## src/rtl/keypad_pkg.sv

```systemverilog
// Shared types, constants and helpers for the 4x4 keypad row scanner.
//   scan_state_t : scanner FSM states
//   key_code_t   : {row_idx[1:0], col_idx[1:0]}
//   ROW_IDLE     : row drive pattern for row 0 (active-low one-hot)
package keypad_pkg;

  typedef enum logic [1:0] {DRIVE, SAMPLE, HOLD, RELEASE} scan_state_t;
  typedef logic [3:0] key_code_t;

  localparam logic [3:0] ROW_IDLE = 4'b1110;

  function automatic int max_of(input int a, input int b);
    return (a > b) ? a : b;
  endfunction

  // Lowest-indexed active-low column wins (col0 has highest priority).
  function automatic logic [1:0] lowest_zero(input logic [3:0] col);
    logic [1:0] idx;
    idx = 2'd0;
    for (int i = 3; i >= 0; i--) begin
      if (!col[i]) idx = 2'(i);
    end
    return idx;
  endfunction

  // Row idx drive pattern: ROW_IDLE rotated left by idx.
  function automatic logic [3:0] row_drive(input logic [1:0] idx);
    logic [7:0] dbl;
    dbl = {ROW_IDLE, ROW_IDLE} << idx;
    return dbl[7:4];
  endfunction

endpackage

```

## src/rtl/keypad_row_scanner_if.sv

```systemverilog
// Keypad scanner signal bundle.
//   master : scanner side (drives rows and key report, reads columns)
//   slave  : keypad/consumer side
//   col_in    4  debounced columns, active-low
//   row_out   4  row drive, one-hot active-low
//   key_code  4  {row_idx, col_idx} of last detected key
//   key_valid 1  one-cycle strike for a new (or repeated) key_code
//   key_held  1  detected key still pressed
interface keypad_row_scanner_if;
  import keypad_pkg::*;

  logic [3:0] col_in;
  logic [3:0] row_out;
  key_code_t  key_code;
  logic       key_valid;
  logic       key_held;

  modport master (input col_in, output row_out, key_code, key_valid, key_held);
  modport slave  (output col_in, input row_out, key_code, key_valid, key_held);

endinterface

```

## src/rtl/keypad_dwell_timer.sv

```systemverilog
// Up-counter with synchronous clear/enable and terminal-count flag.
//   clk, reset : clock, async active-low reset
//   clr        : clear to 0 (wins over en)
//   en         : count up by one
//   term       : terminal count value
//   tc         : count currently equals term
module keypad_dwell_timer #(
  parameter int WIDTH = 8
) (
  input  logic             clk,
  input  logic             reset,
  input  logic             clr,
  input  logic             en,
  input  logic [WIDTH-1:0] term,
  output logic             tc
);

  logic [WIDTH-1:0] cnt_q, cnt_d;

  always_comb begin
    cnt_d = cnt_q;
    if (clr) cnt_d = '0;
    else if (en) cnt_d = cnt_q + WIDTH'(1);
  end

  always_ff @(posedge clk or negedge reset) begin
    if (!reset) cnt_q <= '0;
    else        cnt_q <= cnt_d;
  end

  assign tc = (cnt_q == term);

endmodule

```

## src/rtl/keypad_row_scanner.sv

```systemverilog
// 4x4 matrix keypad row scanner: drives one row low at a time, samples the
// debounced columns once per row after a settle time, and reports the first
// pressed key as a one-cycle key_valid strike with its code.
//   clk, reset : clock, async active-low reset
//   kif        : keypad_row_scanner_if.master (col_in, row_out, key_code,
//                key_valid, key_held)
// Build option KEYPAD_REPEAT_EN: while a key stays in HOLD, re-strike
// key_valid every REPEAT_CYC cycles.
//
// state   | meaning
// DRIVE   | row driven, waiting SETTLE_CYC cycles for columns to settle
// SAMPLE  | columns evaluated once, then idle until the row time ends
// HOLD    | key reported, row frozen, waiting for all columns high
// RELEASE | counting consecutive all-high cycles before declaring release
module keypad_row_scanner
  import keypad_pkg::*;
#(
  parameter int CLK_PER_ROW = 50000,
  parameter int SETTLE_CYC  = 16,
  parameter int RELEASE_CYC = 1000,
  parameter int REPEAT_CYC  = 250000
) (
  input logic                  clk,
  input logic                  reset,
  keypad_row_scanner_if.master kif
);

  localparam int CNT_W = $clog2(max_of(max_of(CLK_PER_ROW, SETTLE_CYC),
                                       max_of(RELEASE_CYC, REPEAT_CYC))) + 1;

  scan_state_t state_q, state_d;
  logic [1:0]  row_q, row_d;
  key_code_t   code_q, code_d;
  logic        valid_q, valid_d;
  logic        fresh_q, fresh_d;

  logic             col_idle, detect;
  logic             dwell_clr, dwell_tc, rel_clr, rel_en, rel_tc;
  logic [CNT_W-1:0] dwell_term;

  assign col_idle = (kif.col_in == 4'hF);
  // Columns are looked at only on the first SAMPLE cycle of each row.
  assign detect   = (state_q == SAMPLE) && fresh_q && !col_idle;

  // One dwell counter spans DRIVE and SAMPLE; its terminal value switches
  // from the settle point to the end of the row time.
  assign dwell_term = (state_q == DRIVE) ? CNT_W'(SETTLE_CYC - 1) : CNT_W'(CLK_PER_ROW - 1);
  assign dwell_clr  = (state_q == HOLD) || (state_q == RELEASE) ||
                      ((state_q == SAMPLE) && (detect || dwell_tc));

  assign rel_clr = (state_q != RELEASE);
  assign rel_en  = (state_q == RELEASE) && col_idle;

  keypad_dwell_timer #(.WIDTH(CNT_W)) u_dwell (
    .clk(clk), .reset(reset), .clr(dwell_clr), .en(1'b1),
    .term(dwell_term), .tc(dwell_tc)
  );

  keypad_dwell_timer #(.WIDTH(CNT_W)) u_release (
    .clk(clk), .reset(reset), .clr(rel_clr), .en(rel_en),
    .term(CNT_W'(RELEASE_CYC - 1)), .tc(rel_tc)
  );

`ifdef KEYPAD_REPEAT_EN
  logic rpt_tc;
  // Not cleared by a RELEASE->HOLD bounce: the period keeps running.
  keypad_dwell_timer #(.WIDTH(CNT_W)) u_repeat (
    .clk(clk), .reset(reset),
    .clr(detect || ((state_q == HOLD) && rpt_tc)),
    .en(state_q == HOLD),
    .term(CNT_W'(REPEAT_CYC - 1)), .tc(rpt_tc)
  );
`endif

  always_comb begin
    state_d = state_q;
    row_d   = row_q;
    code_d  = code_q;
    valid_d = 1'b0;
    fresh_d = (state_q == DRIVE) && dwell_tc;
    case (state_q)
      DRIVE: begin
        if (dwell_tc) state_d = SAMPLE;
      end
      SAMPLE: begin
        if (detect) begin
          code_d  = {row_q, lowest_zero(kif.col_in)};
          valid_d = 1'b1;
          state_d = HOLD;
        end else if (dwell_tc) begin
          row_d   = row_q + 2'd1;
          state_d = DRIVE;
        end
      end
      HOLD: begin
        if (col_idle) state_d = RELEASE;
      end
      RELEASE: begin
        if (!col_idle) begin
          state_d = HOLD;
        end else if (rel_tc) begin
          row_d   = row_q + 2'd1;
          state_d = DRIVE;
        end
      end
      default: state_d = DRIVE;
    endcase
`ifdef KEYPAD_REPEAT_EN
    if ((state_q == HOLD) && rpt_tc) valid_d = 1'b1;
`endif
  end

  always_ff @(posedge clk or negedge reset) begin
    if (!reset) begin
      state_q <= DRIVE;
      row_q   <= 2'd0;
      code_q  <= '0;
      valid_q <= 1'b0;
      fresh_q <= 1'b0;
    end else begin
      state_q <= state_d;
      row_q   <= row_d;
      code_q  <= code_d;
      valid_q <= valid_d;
      fresh_q <= fresh_d;
    end
  end

  assign kif.row_out   = row_drive(row_q);
  assign kif.key_code  = code_q;
  assign kif.key_valid = valid_q;
  assign kif.key_held  = (state_q == HOLD) || (state_q == RELEASE);

endmodule

```

## src/flat_wrapper.sv

```systemverilog
// flat-port wrapper written by rule: the top's interface ports become plain ports
module keypad_row_scanner_flat import keypad_pkg::*;
#(
  parameter int CLK_PER_ROW = 50000,
  parameter int SETTLE_CYC  = 16,
  parameter int RELEASE_CYC = 1000,
  parameter int REPEAT_CYC  = 250000
)
  (clk, reset, kif_col_in, kif_row_out, kif_key_code, kif_key_valid, kif_key_held);
  keypad_row_scanner_if kif_i ();
  input logic clk;
  input logic reset;
  input wire logic [$bits(kif_i.col_in)-1:0] kif_col_in;
  output wire logic [$bits(kif_i.row_out)-1:0] kif_row_out;
  output wire logic [$bits(kif_i.key_code)-1:0] kif_key_code;
  output wire logic [$bits(kif_i.key_valid)-1:0] kif_key_valid;
  output wire logic [$bits(kif_i.key_held)-1:0] kif_key_held;
  assign kif_i.col_in = kif_col_in;
  assign kif_row_out = kif_i.row_out;
  assign kif_key_code = kif_i.key_code;
  assign kif_key_valid = kif_i.key_valid;
  assign kif_key_held = kif_i.key_held;
  keypad_row_scanner #(.CLK_PER_ROW(CLK_PER_ROW), .SETTLE_CYC(SETTLE_CYC), .RELEASE_CYC(RELEASE_CYC), .REPEAT_CYC(REPEAT_CYC)) u_core (.clk(clk), .reset(reset), .kif(kif_i));
endmodule
```

## config.mk

```make
export PLATFORM = sky130hd
export DESIGN_NAME = keypad_row_scanner_flat
export DESIGN_NICKNAME = d
export VERILOG_FILES = /design/src/rtl/keypad_pkg.sv /design/src/rtl/keypad_row_scanner_if.sv /design/src/rtl/keypad_dwell_timer.sv /design/src/rtl/keypad_row_scanner.sv /design/src/flat_wrapper.sv
export SDC_FILE = /design/constraint.sdc
export NUM_CORES = 1
export LEC_CHECK = 0
export CAP_MARGIN = 40
export CORE_UTILIZATION = 45
export CTS_BUF_LIST = sky130_fd_sc_hd__clkbuf_4 sky130_fd_sc_hd__clkbuf_8
export CTS_CLUSTER_SIZE = 25
export DETAILED_ROUTE_END_ITERATION = 12
export HOLD_SLACK_MARGIN = 0.15
export PLACE_DENSITY = 0.69
export SLEW_MARGIN = 20
export SYNTH_ARGS = -nofsm -noshare
export SYNTH_HDL_FRONTEND = slang
export SYNTH_SLANG_ARGS = --single-unit
```

## constraint.sdc

```tcl
create_clock -name clk -period 1.9 [get_ports clk]
set_input_delay 0.38 -clock clk [delete_from_list [all_inputs] [get_ports clk]]
set_output_delay 0.38 -clock clk [all_outputs]
set_load 0.005 [all_outputs]
```

==> results of run 1 <==
[layout make-up]
type                    count  area share (%)
multi-input cells         189            38.4
flip-flops and latches     48            38.3
repair buffers             57            15.6
well taps                  70            2.79
clock buffers               6            2.63
inverters                  15            1.80
clock inverters             2           0.479
[power by group]
group | switching, mW | internal (mW)
combinational | 0.0375 | 0.0287
clock | 0.336 | 0.295
sequential | 0.000957 | 1.02
total | 0.375 | 1.35
[sequential cells by signal (all words and copies together), names as in the netlist]
name	flops
u_core.u_dwell.cnt_q	19
u_core.fresh_q	1
u_core.u_release.cnt_q	19
u_core.state_q	2
u_core.row_q	2
u_core.kif.key_code	4
u_core.kif.key_valid	1
[layer usage]
layer | GRT usage, % | wire (µm) | vias up
li1 | - | - | 992
met5 | 0 | 0 | -
met3 | 3.59 | 110 | 5
met1 | 23.3 | 2310 | 907
met4 | 5.19 | 50 | 0
met2 | 30.9 | 2320 | 17
[critical path, stage by stage, from the launching register on]
cell	delay (ns)
dfrtp_1	0.40
nor4_2	0.31
nand2_1	0.14
a2111oi_4	0.32
buf_4	0.20
a41oi_4	0.14
mux2_4	0.32
[cell usage after synthesis]
master	number	area [µm²]
or4_1	1	7.51
nor2_1	42	158
nor4b_1	1	8.76
nand2_2	1	6.26
and2_2	1	7.51
o32ai_1	1	8.76
buf_6	1	11.3
nand3_1	19	95.1
inv_1	15	56.3
nand4_1	7	43.8
clkbuf_2	1	5.00
dfrtp_1	48	1200
ha_1	6	75.1
and4_2	1	10.0
mux2_4	1	15.0
buf_2	1	5.00
and2_1	2	12.5
xor2_1	15	131
a2111oi_4	1	27.5
o31ai_1	1	7.51
a21oi_1	5	25.0
a41oi_2	1	16.3
nor3_1	10	50.1
xnor2_1	20	175
and3_1	3	18.8
or3_1	2	12.5
buf_4	1	7.51
o21ai_0	8	40.0
nor4_1	9	56.3
a2bb2oi_4	1	26.3
or3_4	1	11.3
nand2_1	26	97.6
clkbuf_1	3	11.3
and4_1	3	26.3
[how the worst max path moves through the flow]
stage / cells past startpoint / start / to / slack, ns
floorplan: 6 / u_core.u_dwell.cnt_q[6]$_DFF_PN0_ / u_core.row_q[1]$_DFFE_PN0P_ / -0.05
global placement: 6 / kif_col_in[0] / u_core.u_release.cnt_q[17]$_DFFE_PN0P_ / -0.16
detailed placement: 8 / kif_col_in[1] / u_core.u_dwell.cnt_q[2]$_DFF_PN0_ / -0.24
CTS: 6 / u_core.u_dwell.cnt_q[18]$_DFF_PN0_ / u_core.row_q[1]$_DFFE_PN0P_ / -0.09
global route: 6 / u_core.u_dwell.cnt_q[5]$_DFF_PN0_ / u_core.row_q[1]$_DFFE_PN0P_ / -0.09
finish: 6 / u_core.u_dwell.cnt_q[5]$_DFF_PN0_ / u_core.row_q[1]$_DFFE_PN0P_ / -0.04
[cells by family (layout without fill, tap and decap cells)]
| kind of cell | count (synthesis) | count (layout) | share of synthesized area (%) |
|---|---|---|---|
| DFF | 48 | 48 | 48.7 |
| muxes | 1 | 1 | 0.608 |
| xor gates and xnor gates | 35 | 35 | 12.4 |
| AOI/OAI and AO/OA | 18 | 18 | 6.14 |
| adders and majority gates | 6 | 6 | 3.04 |
| buffers and inverters | 22 | 80 | 3.90 |
| and+or+nand+nor | 129 | 129 | 25.2 |
[layout by cell type (no fill, tap or decap), types with 2 or more instances in the layout]
cell             netlist  final
a21oi_1                5      5
and2_1                 2      2
and3_1                 3      3
and4_1                 3      3
buf_12                 0      2
buf_4                  1     39
clkbuf_8               0      6
clkdlybuf4s50_1        0     11
clkinvlp_4             0      2
dfrtp_1               48     48
dlygate4sd2_1          0      2
ha_1                   6      5
inv_1                 15     13
inv_2                  0      2
nand2_1               26     25
nand2_2                1      2
nand3_1               19     19
nand4_1                7      7
nor2_1                42     41
nor3_1                10     10
nor4_1                 9      7
nor4_2                 0      2
o21ai_0                8      8
or3_1                  2      2
xnor2_1               20     20
xor2_1                15     15
[what timing repair did]
| item | 4_1_cts | 5_1_grt |
|---|---|---|
| endpoints found under the setup margin | 24 | 23 |
| pin swaps | 2 | 4 |
| hold buffers | 1 | 0 |
| gates resized for setup | 6 | 5 |
| setup buffers | 4 | 2 |
| hold endpoints to repair | 16 | 0 |
==> out/results.txt, run 1 <==
Antenna violations before repair: 0
RSZ-0062 raised after global routing: true
Residual DRC: 0
Nets: 328
Reg area: 1200 µm²
Failing checks: setup timing
Detailed-route via count: 1921
Fmax: 0.516 GHz
Layout cells sized above 1: 20.8%
TritonRoute pass-1 iters: 4
Clk pin slew, worst setup/hold paths: 0.08 ns
Die area: 5780 µm²
Depth of the most critical reg-to-reg path: 6
Total chip power: 1.72 mW
Mapped Cells: 259
Fillers: 444
Initial core utilization: 47.4%
Worst hold start: u_core.kif.key_code[0]$_DFFE_PN0P_
Die W: 76.0 µm
Fin crit share: 102%
Latest clock arrival within the worst-skew pair: 0.30 ns
Pwr dens: 548 nW/µm²
Mapped cell area: 2470 µm²
Cell row count: 26
Sinks on Clock Net: 48
Filler-free cell count of the finished design: 387
Worst R2R Setup Slack: -0.04 ns
Root buffer cell: clkbuf_8
Routed vias/inst: 4.96
Port bufs: 15
Initial DRC Count: 106
Pre-CTS setup slack: -0.239 ns
Post-Syn Nets: 271
Worst setup SP type: flip-flop
HPWL Detailed: 3.41 mm
Setup CP Type: reg -> reg
Status: finished with violations
Min cycle time layout: 1.94 ns
Static Leakage: 1.29 nW
Hold Slack: 0.489 ns
H-tree levels: 2
Grt total ovfl: 0
TritonCTS buffer count: 5
Critical Path End Type: flip-flop
Worst hold path type: reg -> reg
Yosys reg bits: 48
Post-route antenna net violation count: 0
Syn avg cell area: 9.53 µm²
Multi-input gate area: 1200 µm²
Placeable core area: 5200 µm²
Layout Area Growth over Synthesis: 27.1%
Io pins: 16
Final WL: 4.79 mm
Critical path fanouts, max: 4
Hold Path Sink: u_core.kif.key_code[0]$_DFFE_PN0P_
Worst Hold Depth: 2
Register area share after synthesis: 48.7%
Post-synthesis cell type count: 34
R2R Path End: u_core.row_q[1]$_DFFE_PN0P_
Final Cell Area: 3140 µm²
Warnings from Yosys: 0
Slew margin rel.: 72.8%
Placed cell area: 2940 µm²
Max clock buf depth: 2
Utilization after layout: 60.2%
Arr. time, crit path: 2.12 ns
All-Layer GR Usage: 18.1%
RePlAce Congestion: 0.787
Tightest Pin Transition: 0.408 ns
Final Max Slew Viols: 0
Hold Fails Final Rpt: 0
Clk_skew: 0.0128 ns
R2R Path Start: u_core.u_dwell.cnt_q[5]$_DFF_PN0_
Max-Cap Viols: 0
Die extent in y: 76.0 µm
Antenna cell count: 0
Final worst-path setup slack: -0.0387 ns
Largest net degree at the start of global routing: 33
Placed insts: 372
Worst VDD drop: 0.000391 V
Critical path required time: 2.08 ns
Wirelength per Cell: 12.4 µm
First-pass GRT wire length: 8.46 mm
TNS Setup: -0.0423 ns
Final setup viols: 2
Number of global-route vias before repair: 1944
TritonCTS clock tree: yes
No activity file was read; power rests on OpenSTA's default activity.
==> inputs of run 2 (changes only) <==
SKIP_CTS_REPAIR_TIMING = 1   (was not set)
==> run 2 against run 1 <==
The flow still finishes with violations (setup timing); critical path type unchanged; core utilization rose by 1.0 points; largest power group unchanged; critical endpoint unchanged; largest cell class unchanged; final cell count did not move; clock skew rose by 0.00083 ns; final area rose by 1.7%; highest routed layer unchanged.
==> out/results.txt, run 2 (synthesized netlist as in run 1, its figures left out) <==
Tightest Pin Transition: 0.417 ns (+0.00912 ns)
Fillers: 445 (+0.23%)
Latest clock arrival within the worst-skew pair: 0.30 ns (about the same)
Clk_skew: 0.0136 ns (+0.000831 ns)
First-pass GRT wire length: 8.20 mm (-3.0%)
Final Max Slew Viols: 0 (unchanged)
Initial core utilization: 47.4% (unchanged)
Final WL: 4.76 mm (-0.77%)
Worst R2R Setup Slack: -0.03 ns (about the same)
TritonCTS clock tree: yes
GRT met1 Usage: 22.9% (-0.48 points)
Pwr dens: 541 nW/µm² (-1.4%)
Port bufs: 15 (unchanged)
Residual DRC: 0 (unchanged)
Fmax: 0.517 GHz (+0.26%)
Slew margin rel.: 72.2% (-0.61 points)
R2R Path End: u_core.row_q[1]$_DFFE_PN0P_
Multi-input gate area: 1240 µm² (+2.9%)
Clk pin slew, worst setup/hold paths: 0.09 ns (about the same)
Die extent in y: 76.0 µm (unchanged)
Max-Cap Viols: 0 (unchanged)
HPWL Detailed: 3.41 mm (unchanged)
Failing checks: setup timing
Depth of the most critical reg-to-reg path: 6 (unchanged)
Status: finished with violations
Nets: 328 (unchanged)
Layout Area Growth over Synthesis: 29.3%
Layout cells sized above 1: 22.4% (+1.6 points)
Root buffer cell: clkbuf_8
RePlAce Congestion: 0.787 (unchanged)
Setup CP Type: reg -> reg
Post-route antenna net violation count: 0 (unchanged)
Initial DRC Count: 120 (+13%)
RSZ-0062 raised after global routing: true
All-Layer GR Usage: 17.6% (-0.47 points)
Reg area: 1200 µm² (+0.10%)
Static Leakage: 1.31 nW (+1.6%)
Worst Hold Depth: 2 (unchanged)
Placed cell area: 2940 µm² (unchanged)
Detailed-route via count: 1929 (+0.42%)
Critical Path End Type: flip-flop
Io pins: 16 (unchanged)
Worst VDD drop: 0.000373 V (-4.8%)
Final setup viols: 6 (+4)
Worst setup SP type: flip-flop
Max clock buf depth: 2 (unchanged)
Placeable core area: 5200 µm² (unchanged)
Number of global-route vias before repair: 1893 (-2.6%)
M2 GR Usage: 29.8% (-1.1 points)
Die W: 76.0 µm (unchanged)
Arr. time, crit path: 2.12 ns (about the same)
Most common cell after layout, fill and taps aside: dfrtp_1
Sinks on Clock Net: 48 (unchanged)
Min cycle time layout: 1.93 ns (-0.00500 ns)
End of the critical path: u_core.row_q[1]$_DFFE_PN0P_
TritonCTS buffer count: 5 (unchanged)
Antenna violations before repair: 0 (unchanged)
GR Util met3: 3.59% (unchanged)
H-tree levels: 2 (unchanged)
GR peak layer: met2
Worst hold path type: reg -> reg
TritonRoute pass-1 iters: 4 (unchanged)
Critical path required time: 2.09 ns (about the same)
Antenna cell count: 0 (unchanged)
Final Cell Area: 3190 µm² (+1.7%)
Fin crit share: 102% (-0.26 points)
Hold Fails Final Rpt: 0 (unchanged)
Routed vias/inst: 4.98 (+0.42%)
Wirelength per Cell: 12.3 µm (-0.77%)
Grt total ovfl: 0 (unchanged)
Hold Slack: 0.489 ns (-0.000408 ns)
CP startpoint: u_core.u_dwell.cnt_q[5]$_DFF_PN0_
Critical path fanouts, max: 4 (unchanged)
Largest net degree at the start of global routing: 33 (unchanged)
Die area: 5780 µm² (unchanged)
Utilization after layout: 61.3% (+1.0 points)
Cell row count: 26 (unchanged)
Most frequent cells in the layout: dfrtp_1, buf_4, nor2_1
R2R Path Start: u_core.u_dwell.cnt_q[5]$_DFF_PN0_
Final worst-path setup slack: -0.0337 ns (+0.00500 ns)
==> run 2: changes by cell type in the layout (fill, tap and decap cells not counted), moves of 2 or more <==
| cell | change |
|---|---|
| dlymetal6s2s_1 | +3 |
| nor2_4 | +5 |
| nor2_1 | -6 |
| dlygate4sd2_1 | -2 |
==> run 2: worst min path at each step <==
stage                                            start                                endpoint  slack (ns)
floorplan                                        reset                u_core.fresh_q$_DFF_PN0_        0.08
global placement                                 reset  u_core.u_release.cnt_q[15]$_DFFE_PN0P_        0.33
detailed placement                               reset  u_core.u_release.cnt_q[11]$_DFFE_PN0P_        0.33
CTS                                              reset  u_core.u_release.cnt_q[11]$_DFFE_PN0P_      -0.002
global route        u_core.kif.key_code[0]$_DFFE_PN0P_      u_core.kif.key_code[0]$_DFFE_PN0P_        0.53
finish              u_core.kif.key_code[0]$_DFFE_PN0P_      u_core.kif.key_code[0]$_DFFE_PN0P_        0.49
==> run 2: power by group <==
group | internal, mW | leakage [nW] | total, mW | switching (mW)
logic | 0.0281 | 0.601 | 0.0647 | 0.0366
clock network | 0.295 | 0.0434 | 0.636 | 0.342
registers | 1.02 | 0.664 | 1.02 | 0.00112
total | 1.34 | 1.31 | 1.72 | 0.379
==> run 2: critical path, cell delays in order (launching register included) <==
cell and delay (ns):
dfrtp_1 0.40, nor4_2 0.31, nand2_1 0.14, a2111oi_4 0.32, buf_4 0.20, a41oi_4 0.14, mux2_4 0.32
==> run 2: cell type report <==
class | count | area share [%]
clock buffer | 6 | 2.59
tap | 70 | 2.75
clock inverter | 2 | 0.471
sequential | 48 | 37.7
multi-input combinational | 189 | 38.9
timing repair buffer | 57 | 15.8
inverter | 15 | 1.77
==> run 2: per-stage QoR <==
stage,power (mW),worst slack (ns),setup TNS (ns),cells
3_3_place_gp,1.11,-0.163,-3.96,372
5_1_grt,1.79,-0.0847,-1.19,387
3_5_place_dp,1.11,-0.239,-5.54,372
4_1_cts,1.75,-0.249,-4.61,380
6_report,1.72,-0.0337,-0.0957,387
2_1_floorplan,1.06,-0.0508,-0.0508,259
==> run 2: metal layers <==
metal  share of wire (%)  wire, µm
met1                  49      2330
met2                  48      2270
met3                 2.1       102
met4                 1.1        50
met5                   0         0
